File: config.mk
export PLATFORM = sky130hd
export DESIGN_NAME = led_pattern_gen
export DESIGN_NICKNAME = d
export VERILOG_FILES = /design/src/rtl/led_pattern_gen.sv
export SDC_FILE = /design/constraint.sdc
export NUM_CORES = 1
export LEC_CHECK = 0
export ABC_AREA = 1
export BUFFER_PORTS_ARGS = -buffer_cell sky130_fd_sc_hd__buf_2
export CORE_MARGIN = 2
export CORE_UTILIZATION = 45
export DETAILED_ROUTE_END_ITERATION = 10
export GPL_TIMING_DRIVEN = 0
export PLACE_DENSITY_LB_ADDON = 0.2
export SLEW_MARGIN = 20
export SYNTH_ARGS = -nofsm -noshare
export SYNTH_HDL_FRONTEND = slang
export SYNTH_SLANG_ARGS = --single-unit
File: constraint.sdc
create_clock -name sys_clk -period 2.7 [get_ports sys_clk]
set_clock_uncertainty 0.05 [all_clocks]
set_input_delay 0.135 -clock sys_clk [delete_from_list [all_inputs] [get_ports sys_clk]]
set_output_delay 0.135 -clock sys_clk [all_outputs]
set_load 0.05 [all_outputs]
File: src/rtl/led_pattern_gen.sv
// Multi-channel LED pattern generator: off/on/blink/alternate/chase/breathe on a 1 ms time base,
// reconfigured at runtime through a single-cycle valid/ready handshake.
module led_pattern_gen #(
    parameter int CLK_FREQ_HZ   = 50_000_000,
    parameter int N_LED         = 2,
    parameter int PWM_BITS      = 8,
    parameter int RST_MODE      = 3,
    parameter int RST_PERIOD_MS = 1000
) (
    input  logic             sys_clk,
    input  logic             sys_rst_n,
    input  logic             cfg_valid,
    output logic             cfg_ready,
    input  logic [2:0]       cfg_mode,
    input  logic [15:0]      cfg_period_ms,
    output logic [N_LED-1:0] led
);
    localparam int TICK_DIV = CLK_FREQ_HZ / 1000;
    localparam int PRE_W    = (TICK_DIV > 1) ? $clog2(TICK_DIV) : 1;
    localparam int POS_W    = (N_LED > 1) ? $clog2(N_LED) : 1;
    localparam logic [PRE_W-1:0]    PRE_MAX  = PRE_W'(TICK_DIV - 1);
    localparam logic [POS_W-1:0]    POS_MAX  = POS_W'(N_LED - 1);
    localparam logic [PWM_BITS-1:0] DUTY_MAX = '1;

    typedef enum logic {S_IDLE, S_APPLY} state_t;

    state_t                state;
    state_t                state_nxt;
    logic                  xfer;
    logic                  clr;
    logic [2:0]            mode_q;
    logic [15:0]           period_q;
    logic [PRE_W-1:0]      pre_cnt;
    logic                  ms_tick;
    logic                  tick_en;
    logic [15:0]           ms_cnt;
    logic [15:0]           period_eff;
    logic                  period_wrap;
    logic                  first_half;
    logic [POS_W-1:0]      chase_pos;
    logic [PWM_BITS-1:0]   pwm_cnt;
    logic [PWM_BITS-1:0]   duty;
    logic                  duty_up;
    logic [N_LED-1:0]      pattern;

    always_ff @(posedge sys_clk or negedge sys_rst_n) begin
        if (!sys_rst_n) state <= S_IDLE;
        else            state <= state_nxt;
    end

    always_comb begin
        state_nxt = state;
        case (state)
            S_IDLE:  if (cfg_valid) state_nxt = S_APPLY;
            S_APPLY: state_nxt = S_IDLE;
            default: state_nxt = S_IDLE;
        endcase
    end

    always_comb begin
        cfg_ready = (state == S_IDLE);
    end

    assign xfer = cfg_valid && cfg_ready;
    // Counters are held clear through APPLY so the new pattern starts from its beginning;
    // a transfer also swallows any tick landing on the same edge.
    assign clr  = xfer || (state == S_APPLY);

    always_ff @(posedge sys_clk or negedge sys_rst_n) begin
        if (!sys_rst_n) begin
            mode_q   <= 3'(RST_MODE);
            period_q <= 16'(RST_PERIOD_MS);
        end else if (xfer) begin
            mode_q   <= cfg_mode;
            period_q <= cfg_period_ms;
        end
    end

    assign ms_tick = (pre_cnt == PRE_MAX);
    assign tick_en = ms_tick && !clr;

    always_ff @(posedge sys_clk or negedge sys_rst_n) begin
        if (!sys_rst_n)   pre_cnt <= '0;
        else if (clr)     pre_cnt <= '0;
        else if (ms_tick) pre_cnt <= '0;
        else              pre_cnt <= pre_cnt + PRE_W'(1);
    end

    assign period_eff  = (period_q < 16'd2) ? 16'd2 : period_q;
    assign period_wrap = tick_en && (ms_cnt == period_eff - 16'd1);
    assign first_half  = (ms_cnt < (period_eff >> 1));

    always_ff @(posedge sys_clk or negedge sys_rst_n) begin
        if (!sys_rst_n)       ms_cnt <= '0;
        else if (clr)         ms_cnt <= '0;
        else if (period_wrap) ms_cnt <= '0;
        else if (tick_en)     ms_cnt <= ms_cnt + 16'd1;
    end

    always_ff @(posedge sys_clk or negedge sys_rst_n) begin
        if (!sys_rst_n)       chase_pos <= '0;
        else if (clr)         chase_pos <= '0;
        else if (period_wrap) chase_pos <= (chase_pos == POS_MAX) ? '0 : chase_pos + POS_W'(1);
    end

    // Breathe: duty ramps 0 -> max -> 0 one step per ms, compared against a free-running PWM counter.
    always_ff @(posedge sys_clk or negedge sys_rst_n) begin
        if (!sys_rst_n) begin
            pwm_cnt <= '0;
            duty    <= '0;
            duty_up <= 1'b1;
        end else if (clr) begin
            pwm_cnt <= '0;
            duty    <= '0;
            duty_up <= 1'b1;
        end else begin
            pwm_cnt <= pwm_cnt + PWM_BITS'(1);
            if (tick_en) begin
                if (duty_up) begin
                    duty <= duty + PWM_BITS'(1);
                    if (duty == DUTY_MAX - PWM_BITS'(1)) duty_up <= 1'b0;
                end else begin
                    duty <= duty - PWM_BITS'(1);
                    if (duty == PWM_BITS'(1)) duty_up <= 1'b1;
                end
            end
        end
    end

    always_comb begin
        pattern = '0;
        case (mode_q)
            3'd1: pattern = '1;
            3'd2: pattern = {N_LED{first_half}};
            3'd3: begin
                for (int i = 0; i < N_LED; i++) begin
                    pattern[i] = (i % 2 == 0) ? first_half : !first_half;
                end
            end
            3'd4: pattern = N_LED'(1) << chase_pos;
            3'd5: pattern = {N_LED{pwm_cnt < duty}};
            default: pattern = '0;
        endcase
    end

    // led is frozen during APPLY, so the new mode appears two cycles after the transfer edge.
    always_ff @(posedge sys_clk or negedge sys_rst_n) begin
        if (!sys_rst_n)            led <= '0;
        else if (state == S_IDLE) led <= pattern;
    end

endmodule

==> impl_results.md <==
- Status: complete, but fails checks
- Failing checks: setup timing
- Slew Viols, Final: 0
- Met1 Routed Length: 5301 microns
- CP Max Fanout: 5
- Setup repair after global routing missed its margin: yes
- IO Port Bufs: 24
- Achievable frequency: 0.3633 GHz
- Clk slew on worst S/H paths: 0.08 ns
- Worst hold path type: primary input to register
- Hold depth: 4
- Pin count of the biggest net entering global routing: 39
- Hpwl dp: 7998 microns
- CP most frequent cell: nand2_4
- R2R setup slack: -0.05 ns
- Seq/Total Area, Yosys: 38.86%
- Die area: 11200 sq um
- Routed WL per cell: 13.15 microns
- DRC Markers: 0
- Measured slew at the worst slew-check pin: 0.5531 ns
- GRT Total Usage: 21.10%
- Uppermost routed layer: met4
- Vias: 4294
- Gr ovfl total: 0
- First-pass GRT wire length: 19280 microns
- Max_cap viols: 0
- Power Density: 444.5 nW/um^2
- Core Area: 10180 sq um
- Setup Viol. Count Final: 6
- Worst skew pair latency: 0.35 ns
- Fin Setup TNS: -0.2609 ns
- Syn avg cell area: 7.574 sq um
- Multi-input logic area: 2592 sq um
- Critical path origin: period_q[9]
- Commonest non-fill, non-tap cell in the layout: nand2_1
- Via density: 5.094
- Antenna Violating Nets Remaining: 0
- LEAKAGE: 0.002633 uW
- Layout cell share with drive strength beyond 1: 18.10%
- Synth cell types: 35
- Post-DP Area: 4979 sq um
- R2R Path Start: period_q[9]
- CP cell instances: nor2_4, nand2_2, nor2_4, nand2_4, nand2_4, inv_2, ha_4, nand2_4, nor3_4, xor2_1, xor2_1, nor2_1, nand3_1, nor2_4, nand2_2, nand2_4, buf_12, buf_8, nor2_2
- Post-synthesis net count: 667
- Max IR drop VDD: 0.2447 mV
- # clock sinks: 72
- Worst slack, placed: -0.2804 ns
- Tcrit/Tclk final: 102.0%
- Vias in the first global route: 4127
- Synthesis-stage register bit count: 72
- Root Buffer: clkbuf_8
- I/O Pins: 25
- Synth Cell Area: 4666 sq um
- Placed cells: 777
- Synthesis Warnings: 0
- CP Launch Type: register
- R2r endpoint: ms_cnt[9]
- Num CTS Buffers: 9
- Crit Path Class: register to register
- Critical path's top delay family: simple AND/OR/NAND/NOR gates
- Initial core utilization: 45.81%
- Ant diodes: 0
- Fill cells: 947
- H-tree depth: 3
- Worst Path Arrival: 2.93 ns
- Total stage count of the critical path: 19
- Max clock buf depth: 2
- PnR worst setup slack: -0.05292 ns
- Final Hold Viols: 0
- Met3 wire len: 392 microns
- Final Non-Filler Cells: 843
- Most frequent cells in the layout: nand2_1, inv_1, dfrtp_1, nor2_1, o21ai_0
- CTS tree: yes
- Crit-path max cell delay: 0.57 ns
- Worst path bufs/invs: 3
- Crit path capture: ms_cnt[9]
- Relative slew slack: 62.82%
- Syn Inst Count: 616
- Initial antenna violation count: 0
- Type of element capturing the critical path: register
- WL final: 11080 microns
- Cell count of the worst reg-to-reg path: 19
- DR pass1 iterations: 4
- Rows: 37
- Fin area: 5697 sq um
- Met2 WL: 5320 microns
- Die Y: 105.8 microns
- Min Tclk post-route: 2.753 ns
- RD Place Congestion: 0.8840
- Final #Nets: 754
- DRT iter0 DRCs: 205
- Reg area: 1815 sq um
- Post-layout util: 55.93%
- Area growth syn-to-layout: 22.10%
- Worst Path Required: 2.88 ns
- Max stage delay cell, worst path: dfstp_2
- Die Width: 105.8 microns
[power breakdown]
part | internal, uW | total, uW | switching (uW)
sequential | 1140 | 1190 | 45.5
combinational | 248 | 594 | 347
clock | 355 | 751 | 396
total | 1740 | 2530 | 788
[per-stage QoR]
step / hold WS (ns) / total power, uW
floorplan: -0.2106 / 1528
global placement: 0.2827 / 1646
detailed placement: 0.08178 / 1661
CTS: 0.1032 / 2547
global route: 0.1355 / 2677
finish: 0.1123 / 2532
[worst reg2reg max path, stage by stage, from the launching register on]
cell and delay [ns]:
dfstp_2 0.57, nor2_4 0.06, nand2_2 0.08, nor2_4 0.05
nand2_4 0.09, nand2_4 0.06, inv_2 0.06, ha_4 0.14
nand2_4 0.06, nor3_4 0.20, xor2_1 0.23, xor2_1 0.09
nor2_1 0.11, nand3_1 0.18, nor2_4 0.17, nand2_2 0.08
nand2_4 0.11, buf_12 0.11, buf_8 0.12, nor2_2 0.04
[worst min-delay path by stage]
stage,startpoint,to,slack [ns]
6_report,cfg_valid,mode_q[2],0.11
3_3_place_gp,cfg_period_ms[0],period_q[0],0.28
4_1_cts,cfg_valid,mode_q[2],0.10
3_5_place_dp,sys_rst_n,duty[6],0.08
5_1_grt,cfg_valid,period_q[0],0.14
2_1_floorplan,sys_rst_n,chase_pos,-0.21
[layout make-up]
| type | instances | area share [%] |
|---|---|---|
| multi-input cells | 453 | 45.51 |
| repair buffers | 76 | 10.67 |
| plain buffers | 9 | 0.7907 |
| well taps | 136 | 2.987 |
| clock inverters | 1 | 0.08785 |
| clock buffers | 14 | 2.680 |
| inverters | 82 | 5.403 |
| flip-flops and latches | 72 | 31.87 |
[synth_stat cells]
master / n / area share (%)
a211oi_1: 1 / 0.16
a21oi_1: 36 / 3.9
a41oi_1: 1 / 0.19
and3_1: 1 / 0.13
buf_1: 2 / 0.16
buf_6: 1 / 0.24
clkbuf_1: 6 / 0.48
dfrtp_1: 63 / 34
dfstp_2: 9 / 5.1
ha_1: 29 / 7.8
inv_1: 79 / 6.4
inv_2: 3 / 0.24
nand2_1: 136 / 11
nand2_2: 7 / 0.94
nand2_4: 1 / 0.24
nand3_1: 27 / 2.9
nand3_2: 1 / 0.21
nand3b_1: 2 / 0.32
nand4_1: 23 / 3.1
nand4_2: 1 / 0.27
nor2_1: 61 / 4.9
nor2_2: 16 / 2.1
nor2_4: 2 / 0.48
nor3_1: 16 / 1.7
nor3_4: 3 / 1.0
nor3b_1: 1 / 0.16
nor4_1: 4 / 0.54
o211ai_1: 1 / 0.16
o21ai_0: 49 / 5.3
o21ai_2: 1 / 0.19
o21bai_1: 2 / 0.32
o22ai_1: 2 / 0.27
o41ai_1: 1 / 0.19
xnor2_1: 8 / 1.5
xor2_1: 20 / 3.8
[metal layers]
metal	global-route usage (%)	vias to the layer above
met5	0	-
met4	3.947	0
met3	3.958	8
met2	34.61	58
met1	29.39	2036
li1	-	2192
[logic make-up (layout without fill, tap and decap cells)]
family	after synthesis	count (layout)	synth area share (%)
AOI/OAI and AO/OA	94	94	10.59
xor gates and xnor gates	28	28	5.256
adders and majority gates	29	29	7.777
buffers and inverters	91	182	7.482
DFF	72	72	38.86
and+or+nand+nor	302	302	30.03
[flip-flops by register name (all words and copies together), names as in the netlist]
signal,count
mode_q,3
led,2
duty_up,1
ms_cnt,16
chase_pos,1
duty,8
state,1
period_q,16
pwm_cnt,8
pre_cnt,16
[repair_timing]
action | in CTS | in global routing
setup buffers | 28 | 6
pin swaps | 14 | 14
endpoints found under the setup margin | 17 | 19
gates cloned | 1 | 0
gates resized for setup | 19 | 11
endpoints found under the hold margin | 45 | 0
hold buffers | 20 | 0
(Power assumes the default switching activity.)
